===== config.mk =====
export PLATFORM = sky130hd
export DESIGN_NAME = hazard_ctrl_flat
export DESIGN_NICKNAME = d
export VERILOG_FILES = /design/src/rtl/hazard_ctrl_if.sv /design/src/rtl/hazard_ctrl.sv /design/src/flat_wrapper.sv
export SDC_FILE = /design/constraint.sdc
export NUM_CORES = 1
export LEC_CHECK = 0
export CORE_AREA = 4 4 53 55
export CTS_BUF_LIST = sky130_fd_sc_hd__clkbuf_16
export DETAILED_ROUTE_END_ITERATION = 8
export DIE_AREA = 0 0 57 59
export GPL_ROUTABILITY_DRIVEN = 0
export GPL_TIMING_DRIVEN = 0
export HOLD_SLACK_MARGIN = 0.05
export PLACE_DENSITY = 0.7
export SYNTH_ARGS = -nofsm -noshare
export SYNTH_HDL_FRONTEND = slang
export SYNTH_SLANG_ARGS = --single-unit

===== constraint.sdc =====
create_clock -name clock -period 4.7 [get_ports clock]
set_input_delay 0.94 -clock clock [delete_from_list [all_inputs] [get_ports clock]]
set_output_delay 0.94 -clock clock [all_outputs]
set_load 0.005 [all_outputs]

===== src/rtl/hazard_ctrl_if.sv =====
// hazard_ctrl_if: groups the pipeline-stage register addresses, control bits,
// stall/flush controls and forwarding selects exchanged with hazard_ctrl.
// Optional macro HAZARD_PERF_EN adds the stall_count / flush_count outputs.
interface hazard_ctrl_if;
  logic [4:0]  RS1_ID;
  logic [4:0]  RS2_ID;
  logic [4:0]  RS1_EX;
  logic [4:0]  RS2_EX;
  logic [4:0]  RD_EX;
  logic        RegWrite_EX;
  logic        MemToReg_EX;
  logic [4:0]  RD_MEM;
  logic        RegWrite_MEM;
  logic [4:0]  RD_WB;
  logic        RegWrite_WB;
  logic        BranchTaken_EX;
  logic        dmem_busy;
  logic        enable_PC;
  logic        enable_IF_ID;
  logic        enable_ID_EX;
  logic        flush_IF_ID;
  logic        flush_ID_EX;
  logic [1:0]  ForwardA_EX;
  logic [1:0]  ForwardB_EX;
`ifdef HAZARD_PERF_EN
  logic [31:0] stall_count;
  logic [31:0] flush_count;
`endif

  // Pipeline side: drives stage info, consumes controls.
  modport master (
    output RS1_ID, RS2_ID, RS1_EX, RS2_EX, RD_EX, RegWrite_EX, MemToReg_EX,
           RD_MEM, RegWrite_MEM, RD_WB, RegWrite_WB, BranchTaken_EX, dmem_busy,
    input  enable_PC, enable_IF_ID, enable_ID_EX, flush_IF_ID, flush_ID_EX,
           ForwardA_EX, ForwardB_EX
`ifdef HAZARD_PERF_EN
    , input stall_count, flush_count
`endif
  );

  // Hazard controller side.
  modport slave (
    input  RS1_ID, RS2_ID, RS1_EX, RS2_EX, RD_EX, RegWrite_EX, MemToReg_EX,
           RD_MEM, RegWrite_MEM, RD_WB, RegWrite_WB, BranchTaken_EX, dmem_busy,
    output enable_PC, enable_IF_ID, enable_ID_EX, flush_IF_ID, flush_ID_EX,
           ForwardA_EX, ForwardB_EX
`ifdef HAZARD_PERF_EN
    , output stall_count, flush_count
`endif
  );
endinterface


===== src/rtl/hazard_ctrl.sv =====
// hazard_ctrl: load-use bubble insertion, data-memory stall handling, branch
// squash and EX-stage operand forwarding for the 5-stage RV32 pipeline.
// Controls are Mealy (state + current inputs); forwarding is purely
// combinational. Optional macro HAZARD_PERF_EN adds stall/flush counters.
module hazard_ctrl #(
  parameter int LOAD_LATENCY = 1,
  parameter int CNT_W        = 2
) (
  input  logic          clock,
  input  logic          reset,
  hazard_ctrl_if.slave  hif
);

  typedef enum logic [1:0] {
    RUN      = 2'd0,
    BUBBLE   = 2'd1,
    MEM_WAIT = 2'd2
  } state_e;

  state_e             state_q, state_d, eff_s;
  logic [CNT_W-1:0]   cnt_q, cnt_d;
  logic               lu_s;
  logic               en_pc_s, en_ifid_s, en_idex_s, fl_ifid_s, fl_idex_s;
  logic [1:0]         fwd_a_s, fwd_b_s;

  // Forward select for one source register: MEM result beats WB result.
  function automatic logic [1:0] fwd_sel(
    input logic [4:0] rs,
    input logic       rw_mem,
    input logic [4:0] rd_mem,
    input logic       rw_wb,
    input logic [4:0] rd_wb
  );
    logic [1:0] sel;
    if (rw_mem && (rd_mem != 5'd0) && (rd_mem == rs)) begin
      sel = 2'b10;
    end else if (rw_wb && (rd_wb != 5'd0) && (rd_wb == rs)) begin
      sel = 2'b01;
    end else begin
      sel = 2'b00;
    end
    return sel;
  endfunction

  // Next-state, bubble counter and Mealy control decode.
  always_comb begin
    lu_s = hif.MemToReg_EX && hif.RegWrite_EX && (hif.RD_EX != 5'd0) &&
           ((hif.RD_EX == hif.RS1_ID) || (hif.RD_EX == hif.RS2_ID));
    // Leaving MEM_WAIT behaves exactly like the state it returns to.
    if ((state_q == MEM_WAIT) && !hif.dmem_busy) begin
      eff_s = (cnt_q != '0) ? BUBBLE : RUN;
    end else begin
      eff_s = state_q;
    end
    state_d   = state_q;
    cnt_d     = cnt_q;
    en_pc_s   = 1'b1;
    en_ifid_s = 1'b1;
    en_idex_s = 1'b1;
    fl_ifid_s = 1'b0;
    fl_idex_s = 1'b0;
    if (hif.dmem_busy) begin
      // Freeze everything; cnt holds any pending bubbles.
      en_pc_s   = 1'b0;
      en_ifid_s = 1'b0;
      en_idex_s = 1'b0;
      state_d   = MEM_WAIT;
    end else begin
      state_d = eff_s;
      case (eff_s)
        RUN: begin
          if (hif.BranchTaken_EX) begin
            fl_ifid_s = 1'b1;
            fl_idex_s = 1'b1;
          end else if (lu_s) begin
            en_pc_s   = 1'b0;
            en_ifid_s = 1'b0;
            fl_idex_s = 1'b1;
            if (LOAD_LATENCY > 1) begin
              cnt_d   = CNT_W'(LOAD_LATENCY - 1);
              state_d = BUBBLE;
            end else begin
              state_d = RUN;
            end
          end else begin
            state_d = RUN;
          end
        end
        BUBBLE: begin
          if (hif.BranchTaken_EX) begin
            // The stalled ID instruction is wrong-path: drop its bubbles.
            fl_ifid_s = 1'b1;
            fl_idex_s = 1'b1;
            cnt_d     = '0;
            state_d   = RUN;
          end else begin
            en_pc_s   = 1'b0;
            en_ifid_s = 1'b0;
            fl_idex_s = 1'b1;
            cnt_d     = cnt_q - CNT_W'(1);
            state_d   = (cnt_q == CNT_W'(1)) ? RUN : BUBBLE;
          end
        end
        default: begin
          state_d = RUN;
          cnt_d   = '0;
        end
      endcase
    end
    fwd_a_s = fwd_sel(hif.RS1_EX, hif.RegWrite_MEM, hif.RD_MEM, hif.RegWrite_WB, hif.RD_WB);
    fwd_b_s = fwd_sel(hif.RS2_EX, hif.RegWrite_MEM, hif.RD_MEM, hif.RegWrite_WB, hif.RD_WB);
    // Reset held low forces a free-running, non-forwarding pipeline.
    if (!reset) begin
      en_pc_s   = 1'b1;
      en_ifid_s = 1'b1;
      en_idex_s = 1'b1;
      fl_ifid_s = 1'b0;
      fl_idex_s = 1'b0;
      fwd_a_s   = 2'b00;
      fwd_b_s   = 2'b00;
    end else begin
      fwd_a_s   = fwd_a_s;
    end
  end

  // FSM state and bubble counter registers.
  always_ff @(posedge clock or negedge reset) begin
    if (!reset) begin
      state_q <= RUN;
      cnt_q   <= '0;
    end else begin
      state_q <= state_d;
      cnt_q   <= cnt_d;
    end
  end

  assign hif.enable_PC    = en_pc_s;
  assign hif.enable_IF_ID = en_ifid_s;
  assign hif.enable_ID_EX = en_idex_s;
  assign hif.flush_IF_ID  = fl_ifid_s;
  assign hif.flush_ID_EX  = fl_idex_s;
  assign hif.ForwardA_EX  = fwd_a_s;
  assign hif.ForwardB_EX  = fwd_b_s;

`ifdef HAZARD_PERF_EN
  logic [31:0] stall_cnt_q, stall_cnt_d;
  logic [31:0] flush_cnt_q, flush_cnt_d;

  // Performance counter increments; both wrap naturally at 2^32.
  always_comb begin
    if (!en_pc_s) begin
      stall_cnt_d = stall_cnt_q + 32'd1;
    end else begin
      stall_cnt_d = stall_cnt_q;
    end
    if (fl_ifid_s) begin
      flush_cnt_d = flush_cnt_q + 32'd1;
    end else begin
      flush_cnt_d = flush_cnt_q;
    end
  end

  // Performance counter registers.
  always_ff @(posedge clock or negedge reset) begin
    if (!reset) begin
      stall_cnt_q <= 32'd0;
      flush_cnt_q <= 32'd0;
    end else begin
      stall_cnt_q <= stall_cnt_d;
      flush_cnt_q <= flush_cnt_d;
    end
  end

  assign hif.stall_count = stall_cnt_q;
  assign hif.flush_count = flush_cnt_q;
`endif

endmodule


===== src/flat_wrapper.sv =====
// flat-port wrapper written by rule: the top's interface ports become plain ports
module hazard_ctrl_flat 
#(
  parameter int LOAD_LATENCY = 1,
  parameter int CNT_W        = 2
)
  (clock, reset, hif_RS1_ID, hif_RS2_ID, hif_RS1_EX, hif_RS2_EX, hif_RD_EX, hif_RegWrite_EX, hif_MemToReg_EX, hif_RD_MEM, hif_RegWrite_MEM, hif_RD_WB, hif_RegWrite_WB, hif_BranchTaken_EX, hif_dmem_busy, hif_enable_PC, hif_enable_IF_ID, hif_enable_ID_EX, hif_flush_IF_ID, hif_flush_ID_EX, hif_ForwardA_EX, hif_ForwardB_EX);
  hazard_ctrl_if hif_i ();
  input  logic clock;
  input  logic reset;
  input wire logic [$bits(hif_i.RS1_ID)-1:0] hif_RS1_ID;
  input wire logic [$bits(hif_i.RS2_ID)-1:0] hif_RS2_ID;
  input wire logic [$bits(hif_i.RS1_EX)-1:0] hif_RS1_EX;
  input wire logic [$bits(hif_i.RS2_EX)-1:0] hif_RS2_EX;
  input wire logic [$bits(hif_i.RD_EX)-1:0] hif_RD_EX;
  input wire logic [$bits(hif_i.RegWrite_EX)-1:0] hif_RegWrite_EX;
  input wire logic [$bits(hif_i.MemToReg_EX)-1:0] hif_MemToReg_EX;
  input wire logic [$bits(hif_i.RD_MEM)-1:0] hif_RD_MEM;
  input wire logic [$bits(hif_i.RegWrite_MEM)-1:0] hif_RegWrite_MEM;
  input wire logic [$bits(hif_i.RD_WB)-1:0] hif_RD_WB;
  input wire logic [$bits(hif_i.RegWrite_WB)-1:0] hif_RegWrite_WB;
  input wire logic [$bits(hif_i.BranchTaken_EX)-1:0] hif_BranchTaken_EX;
  input wire logic [$bits(hif_i.dmem_busy)-1:0] hif_dmem_busy;
  output wire logic [$bits(hif_i.enable_PC)-1:0] hif_enable_PC;
  output wire logic [$bits(hif_i.enable_IF_ID)-1:0] hif_enable_IF_ID;
  output wire logic [$bits(hif_i.enable_ID_EX)-1:0] hif_enable_ID_EX;
  output wire logic [$bits(hif_i.flush_IF_ID)-1:0] hif_flush_IF_ID;
  output wire logic [$bits(hif_i.flush_ID_EX)-1:0] hif_flush_ID_EX;
  output wire logic [$bits(hif_i.ForwardA_EX)-1:0] hif_ForwardA_EX;
  output wire logic [$bits(hif_i.ForwardB_EX)-1:0] hif_ForwardB_EX;
  assign hif_i.RS1_ID = hif_RS1_ID;
  assign hif_i.RS2_ID = hif_RS2_ID;
  assign hif_i.RS1_EX = hif_RS1_EX;
  assign hif_i.RS2_EX = hif_RS2_EX;
  assign hif_i.RD_EX = hif_RD_EX;
  assign hif_i.RegWrite_EX = hif_RegWrite_EX;
  assign hif_i.MemToReg_EX = hif_MemToReg_EX;
  assign hif_i.RD_MEM = hif_RD_MEM;
  assign hif_i.RegWrite_MEM = hif_RegWrite_MEM;
  assign hif_i.RD_WB = hif_RD_WB;
  assign hif_i.RegWrite_WB = hif_RegWrite_WB;
  assign hif_i.BranchTaken_EX = hif_BranchTaken_EX;
  assign hif_i.dmem_busy = hif_dmem_busy;
  assign hif_enable_PC = hif_i.enable_PC;
  assign hif_enable_IF_ID = hif_i.enable_IF_ID;
  assign hif_enable_ID_EX = hif_i.enable_ID_EX;
  assign hif_flush_IF_ID = hif_i.flush_IF_ID;
  assign hif_flush_ID_EX = hif_i.flush_ID_EX;
  assign hif_ForwardA_EX = hif_i.ForwardA_EX;
  assign hif_ForwardB_EX = hif_i.ForwardB_EX;
  hazard_ctrl #(.LOAD_LATENCY(LOAD_LATENCY), .CNT_W(CNT_W)) u_core (.clock(clock), .reset(reset), .hif(hif_i));
endmodule

==> metrics.txt <==
status completed; 1st-pass router iterations 2; sequential area share after synthesis 14.98%; VDD IR-drop max 0.2493 mV; full die area 3363 sq um; Power Internal 195.0 uW; Clock Latency Late Sink 0.22 ns; largest net degree at the start of global routing 11; Clock Power Share 53.3%; leak pwr 0.0004854 uW; worst clock skew 0.001265 ns; Vias 798; Cell Chain, Critical Path clkdlybuf4s50_1, o211ai_1, or4_1, nor4_2, clkdlybuf4s50_1; met3 usage 4.793%; top cell type's share of synthesized area 31.46%; # diodes 0; Crit. Startpoint reset; total gr overflow 0; critical setup path kind primary input to output pin; Slew Limit Fails 0; Synth area leader xor2_1; Reg-to-Reg Start u_core.cnt_q[0]$_DFFE_PN0P_; share of cells above drive strength 1 7.353%; Worst slew margin 71.00%; Layout area overhead 93.26%; Post-synth EDFFs 0; final wirelength 2205 microns; Final min period 4.046 ns; DP HPWL 1925 microns; met2 Use GR 26.10%; Syn Inst Count 82; Initial Util 27.99%; ys async rst share 100.0%; hold buffers post-CTS 0; critical path arrival 3.11 ns; slowest stage delay, CP 0.71 ns; P_sw 53.96 uW; clock buffer depth 2; hold path startpoint u_core.cnt_q[1]$_DFFE_PN0P_; PortBufs 51; WL/cell 13.28 microns; CTS Buf Count 3; hold slack 0.5046 ns; most common flop cell mapped by yosys dfrtp_1; routing usage on met1 12.62%; MaxCap Viol Count 0; vias in the first global route 834; Avg Cell Area, Syn 8.148 sq um; RSZ-0062 raised after global routing no; Final ANT Viol Nets 0; most frequent cell after synthesis xor2_1; root buf cell clkbuf_16; post-synthesis sequential element count 4; vias per cell 4.807; GRT Util Overall 13.33%; TritonCTS clock tree built; number of DRC markers in iteration 0 8; DRC viols 0; number of H-tree levels 1; Synthesis Warnings 0; PostCTS Resize Cnt 0; Max Fclk 247.2 MHz; critical path's most frequent cell clkdlybuf4s50_1; CP max-delay cell clkdlybuf4s50_1; Sw Ratio 21.68%; Final Hold Viols 0; Crit Path Max Fanout 10; Syn Nets 127; # rows 18; GRT busiest layer met2; die extent in y 59 microns; synth top area cells xor2_1, dfrtp_1, xnor2_1; power per cell area 192.8 nW/um^2; Reg clk slew, reported paths 0.03 ns; startpoint types primary input; clk sinks 4; Fillers 259; core area 2387 sq um; Post-synth top cells xor2_1, nor2_1, xnor2_1; Netlist cell types 27; initial antenna violation count 0; NumNets Final 183; Ports 52; CP Data Required Time 3.76 ns; first-pass GRT wire length 3450 microns; Hold Path Class flop to flop; Fin Setup TNS 0 ns; Slew @ Worst Pin 0.4310 ns; final setup violation count 0; Die X 57 microns; Crit. End Element output pin; combinational share of power 32.4%; fin crit share 86.08%; Mapped Area 668.1 sq um; sequential power share 14.3%; Post-CTS Setup Inserts 0
-- worst max-delay path: cells and delay by family --
family	cells	cell delay, ns
AOI/OAI and AO/OA	1	0.20
and+or+nand+nor	2	0.72
buffers and inverters	2	1.24
-- cells in the final DEF (no fill, tap or decap) --
cell,netlist,routed
o21ai_0,4,4
a211oi_1,1,1
nand2_1,3,3
or4_1,5,5
o211ai_1,2,2
nor4_1,2,2
inv_1,3,3
dfrtp_1,4,4
o21ai_2,1,1
ha_1,2,2
or2_2,1,1
and2_1,1,1
a22oi_1,1,1
o21a_1,1,1
nor3b_1,2,2
nor2_1,6,6
nand3_1,2,2
buf_4,1,1
clkdlybuf4s50_1,0,51
clkbuf_1,1,1
nor4_2,2,2
nor3_1,2,2
clkbuf_16,0,3
xnor2_1,6,6
a32oi_1,1,1
nor2b_1,1,1
xor2_1,24,24
and2_2,2,2
o21ai_1,1,1
-- flip-flops by register name (all words and copies together), names as in the netlist --
| register | count |
|---|---|
| u_core.cnt_q | 2 |
| u_core.state_q | 2 |
-- cells by family after synthesis --
family,synth area share [%]
xor+xnor,39.33
buf+inv,3.371
fa+ha+maj,3.745
simple gates,26.59
flops,14.98
compound gates,11.99
-- power by group through the flow --
stage          sequential [uW]  clock (uW)  combinational, uW
6_report                  35.6         133               80.7
5_1_grt                   35.7         135               87.5
4_1_cts                   35.6         133               81.7
3_5_place_dp              36.0           0               81.2
3_3_place_gp              35.9           0               79.9
2_1_floorplan             35.9           0               26.5
-- metal layers --
layer  vias up  wire [microns]
met5         -               0
met4         0              29
met3         4             305
met2        48            1106
met1       352             763
li1        394               -
-- final cells by class --
class	instances	area (sq um)	area share, %
Sequential cell	4	100.1	7.752
Tap cell	30	37.54	2.907
Timing Repair Buffer	51	510.5	39.53
Buffer	2	11.26	0.8721
Clock buffer	3	75.07	5.814
Inverter	3	11.26	0.8721
Multi-Input combinational cell	73	545.5	42.25
-- stage by stage --
step	power (uW)	cell area [sq um]	setup WS, ns	instances	utilization (%)
after floorplan	62.37	668.1	1.675	82	-
after global placement	115.8	1216	0.6279	163	50.94
after detailed placement	117.2	1216	0.5899	163	50.94
after CTS	250.5	1291	0.5851	166	54.09
after global routing	258.6	1291	0.4427	166	54.09
final	248.9	1291	0.6542	166	54.09
-- path summary, 6_finish.rpt --
check | endpoint | slack [ns] | cells after the start
max | hif_ForwardB_EX[0] | 0.65 | 5
min | u_core.cnt_q[1]$_DFFE_PN0P_ | 0.50 | 2
max reg2reg | u_core.cnt_q[1]$_DFFE_PN0P_ | 3.23 | 7
min reg2reg | u_core.cnt_q[1]$_DFFE_PN0P_ | 0.50 | 2
max in group asynchronous | u_core.state_q[1]$_DFF_PN0_ | 3.41 | 1
min in group asynchronous | u_core.cnt_q[0]$_DFFE_PN0P_ | 1.01 | 1
Note: power is estimated with default switching activity, not from simulation.
==> patch 1, RTL diff (same flow settings) <==
Encoding of `state_e`: now one-hot (3 bits for 3 states).
--- a/src/rtl/hazard_ctrl.sv
+++ b/src/rtl/hazard_ctrl.sv
@@ -12,8 +12,8 @@
 );
 
-  typedef enum logic [1:0] {
-    RUN      = 2'd0,
-    BUBBLE   = 2'd1,
-    MEM_WAIT = 2'd2
+  typedef enum logic [2:0] {
+    RUN      = 3'b001,
+    BUBBLE   = 3'b010,
+    MEM_WAIT = 3'b100
   } state_e;
 
Function: no difference found for any inputs over 10 cycles, from zero or initial values and one cycle with reset low; not proved beyond that.
==> patch 1 against the unedited design <==
- synthesized cell count is 16% higher
- power increased by 10%
- maximum frequency decreased by 1.7%
- wire length up 13%
- worst setup slack got worse by 70 ps
- count of clock-buffer cells in the layout is the same
- sequential cell count is 1 higher
- non-clock buffer count grew 2
- critical path depth did not move
- cell count rose by 8.4%
- via count increased by 15%
- design area up 10%
- register-to-register slack got worse by 370 ps
- area after synthesis increased by 19%
==> patch 1: results (changes against the unedited design) <==
filler instances - 220 (-15%)
Synth area leaders - xor2_1, dfrtp_1, xnor2_1
drt pass-1 iters - 4 (+2)
crit path from - reset
post-synthesis mux area share - 1.41% (+1.4 points)
pin count of the biggest net entering global routing - 12 (+1)
Worst EP arrival - 3180 ps (+70 ps)
post-synthesis cell type count - 34 (+26%)
Reg2Reg Depth - 5 (-2)
number of DRC markers in iteration 0 - 19 (+11)
Compound-Gate Fraction of Synth Area - 16.6% (+4.6 points)
Max VDD drop - 0.169 mV (-32%)
share of post-route cells with drive strength above 1 - 6.67% (-0.69 points)
reg2reg setup slack - 2860 ps (-370 ps)
Post-Synth Adder-Cell Area - 3.13% (-0.61 points)
final WL - 2500 um (+13%)
Max clock buf depth - 2 (unchanged)
vias in the first global route - 967 (+16%)
Seq/Total Area, Yosys - 15.8% (+0.85 points)
Synth Area in XOR/XNOR - 34.0% (-5.3 points)
DR vias/cell - 5.09 (+5.9%)
status - finished, final reports clean
Mapped Nets - 140 (+10%)
GR Util All Layers - 14.9% (+1.6 points)
Post-synth top cells - xor2_1, xnor2_1, nor2_1
P_leak - 0.546 nW (+13%)
Clock Skew - 1.49 ps (+0.224 ps)
Clock Pin Slew Worst Setup and Hold Paths - 30 ps (about the same)
## patch 1: logic make-up (layout without fill, tap and decap cells)
group | count (synthesis) | after routing
AND/OR/NAND/NOR | 31 | 31
flip-flops | 5 | 5
adder cells (fa/ha/maj) | 2 | 2
buffers and inverters | 8 | 63
AO/OA/AOI/OAI | 17 | 17
XOR/XNOR | 31 | 31
multiplexers | 1 | 1
## patch 1: critical path, stage by stage
cell and delay (ps):
clkdlybuf4s50_1 720, o211ai_1 170, or4_1 570, nor4_1 220, clkdlybuf4s50_1 560
## patch 1: worst min path at each step
stage	slack, ps	cells after the start	to
6_report	550	2	u_core.cnt_q[1]
5_1_grt	570	2	u_core.cnt_q[1]
4_1_cts	540	2	u_core.cnt_q[1]
3_5_place_dp	520	2	u_core.cnt_q[1]
3_3_place_gp	500	2	u_core.cnt_q[1]
2_1_floorplan	490	2	u_core.cnt_q[1]
## patch 1: power breakdown
part           leakage, nW  internal [W]  switching, W
combinational        0.440     0.0000557     0.0000343
clock               0.0423      0.000110     0.0000285
sequential          0.0641     0.0000445   0.000000876
total                0.546      0.000210     0.0000637
## patch 1: layer usage
layer | share of wire (%) | track usage, % | vias up
met4 | 0.48 | 3.97 | 0
met2 | 50 | 30.3 | 45
met1 | 40 | 15.0 | 417
li1 | - | - | 452
met3 | 9.0 | 3.27 | 2
met5 | 0 | 0 | -
## patch 1: metrics by stage
step / util, % / total power [W] / worst slack [ps] / instance area [um^2] / instances
6_report: 59.7 / 0.000274 / 585 / 1430 / 180
5_1_grt: 59.7 / 0.000287 / 360 / 1430 / 180
4_1_cts: 59.7 / 0.000276 / 517 / 1430 / 180
3_5_place_dp: 56.4 / 0.000136 / 541 / 1350 / 176
3_3_place_gp: 56.4 / 0.000134 / 536 / 1350 / 176
2_1_floorplan: - / 0.0000790 / 1690 / 798 / 95
## patch 1: layout make-up
type                            instances  area share, %
Inverter                                4           1.05
Tap cell                               30           2.63
Clock inverter                          1          0.263
Clock buffer                            3           5.27
Buffer                                  4           1.93
Timing Repair Buffer                   51           35.8
Multi-Input combinational cell         82           44.2
Sequential cell                         5           8.87
==> patch 2, RTL diff (same settings) <==
Without the edit above. `CNT_W` is set to 2 in 2 places; all go to 4.
--- a/src/rtl/hazard_ctrl.sv
+++ b/src/rtl/hazard_ctrl.sv
@@ -5,5 +5,5 @@
 module hazard_ctrl #(
   parameter int LOAD_LATENCY = 1,
-  parameter int CNT_W        = 2
+  parameter int CNT_W        = 4
 ) (
   input  logic          clock,
--- a/src/flat_wrapper.sv
+++ b/src/flat_wrapper.sv
@@ -3,5 +3,5 @@
 #(
   parameter int LOAD_LATENCY = 1,
-  parameter int CNT_W        = 2
+  parameter int CNT_W        = 4
 )
   (clock, reset, hif_RS1_ID, hif_RS2_ID, hif_RS1_EX, hif_RS2_EX, hif_RD_EX, hif_RegWrite_EX, hif_MemToReg_EX, hif_RD_MEM, hif_RegWrite_MEM, hif_RD_WB, hif_RegWrite_WB, hif_BranchTaken_EX, hif_dmem_busy, hif_enable_PC, hif_enable_IF_ID, hif_enable_ID_EX, hif_flush_IF_ID, hif_flush_ID_EX, hif_ForwardA_EX, hif_ForwardB_EX);
Formal check against the unedited RTL: same outputs for any inputs over 10 cycles, from zero or initial values and one cycle with reset low; that may be too few to reach the edited logic, so the function may still have changed.
==> patch 2 against the unedited design <==
- sequential cell count is 2 higher
- design area is 9.5% higher
- highest routed layer unchanged
- combinational power is 81% higher
- wire length is 6.6% higher
- area after synthesis is 18% higher
- clock skew is 1.2 ps lower
- sequential share of layout area is 2.9 points higher
- largest cell class unchanged
- worst setup slack worse by 130 ps
- register-to-register slack worse by 390 ps
- power is 49% higher
- sequential power is 150% higher
- first-iteration DRC count is 50% higher
==> patch 2: results (changes against the unedited design) <==
pin count of the biggest net entering global routing - 12 (+1)
number of non-clock inverters - 4 (+1)
slowest CP cell - or4_1
reg2reg setup slack - 2840 ps (-390 ps)
Reg-to-Reg End - u_core.cnt_q[3]
Placed Instance Area - 1340 um^2 (+10%)
Layout Nets - 197 (+7.7%)
P_leak - 0.554 nW (+14%)
Seq/total area - 10.6% (+2.9 points)
drt wl/cell - 13.1 um (-1.2%)
TritonCTS Sinks - 6 (+2)
Post-synth top cells - xor2_1, dfrtp_1, or4_1, xnor2_1
Max VDD drop - 0.254 mV (+1.8%)
Largest stage delay, worst path - 550 ps (-160 ps)
Critical Path End - hif_enable_PC
Synth area leaders - xor2_1, dfrtp_1, xnor2_1
Mapped Nets - 141 (+11%)
number of DRC markers in iteration 0 - 12 (+4)
power per cell area - 263 nW/um^2 (+36%)
largest registers - u_core.cnt_q: 4 flops, u_core.state_q: 2 flops
Seq/Total Area, Yosys - 19.0% (+4.0 points)
Multi-In Gates - 82 (+12%)
status - finished, final reports clean
Reg2Reg Depth - 8 (+1)
crit path from - hif_RD_EX[1]
## patch 2: metal layers
metal / part of all wire (%) / vias to the layer above / global-route usage [%]
li1: - / 442 / -
met3: 14 / 4 / 6.54
met4: 1.8 / 0 / 5.96
met5: 0 / - / 0
met2: 45 / 49 / 25.3
met1: 39 / 382 / 16.0
## patch 2: kinds of logic after synthesis
kind of cell | after synthesis | synth area share, %
compound gates | 18 | 14.9
flops | 6 | 19.0
buf+inv | 7 | 3.95
fa+ha+maj | 3 | 4.75
xor+xnor | 30 | 33.2
simple gates | 31 | 24.2
## patch 2: metrics by stage
| stage | hold slack (ps) | worst slack (ps) |
|---|---|---|
| after floorplan | 484 | 1640 |
| after global placement | 510 | 564 |
| after detailed placement | 512 | 481 |
| after CTS | 519 | 468 |
| after global routing | 550 | 383 |
| final | 519 | 523 |
## patch 2: where the power goes
group          total (W)  internal, W  switching, W
sequential     0.0000880    0.0000678     0.0000201
combinational   0.000146    0.0000847     0.0000616
clock           0.000137     0.000109     0.0000278
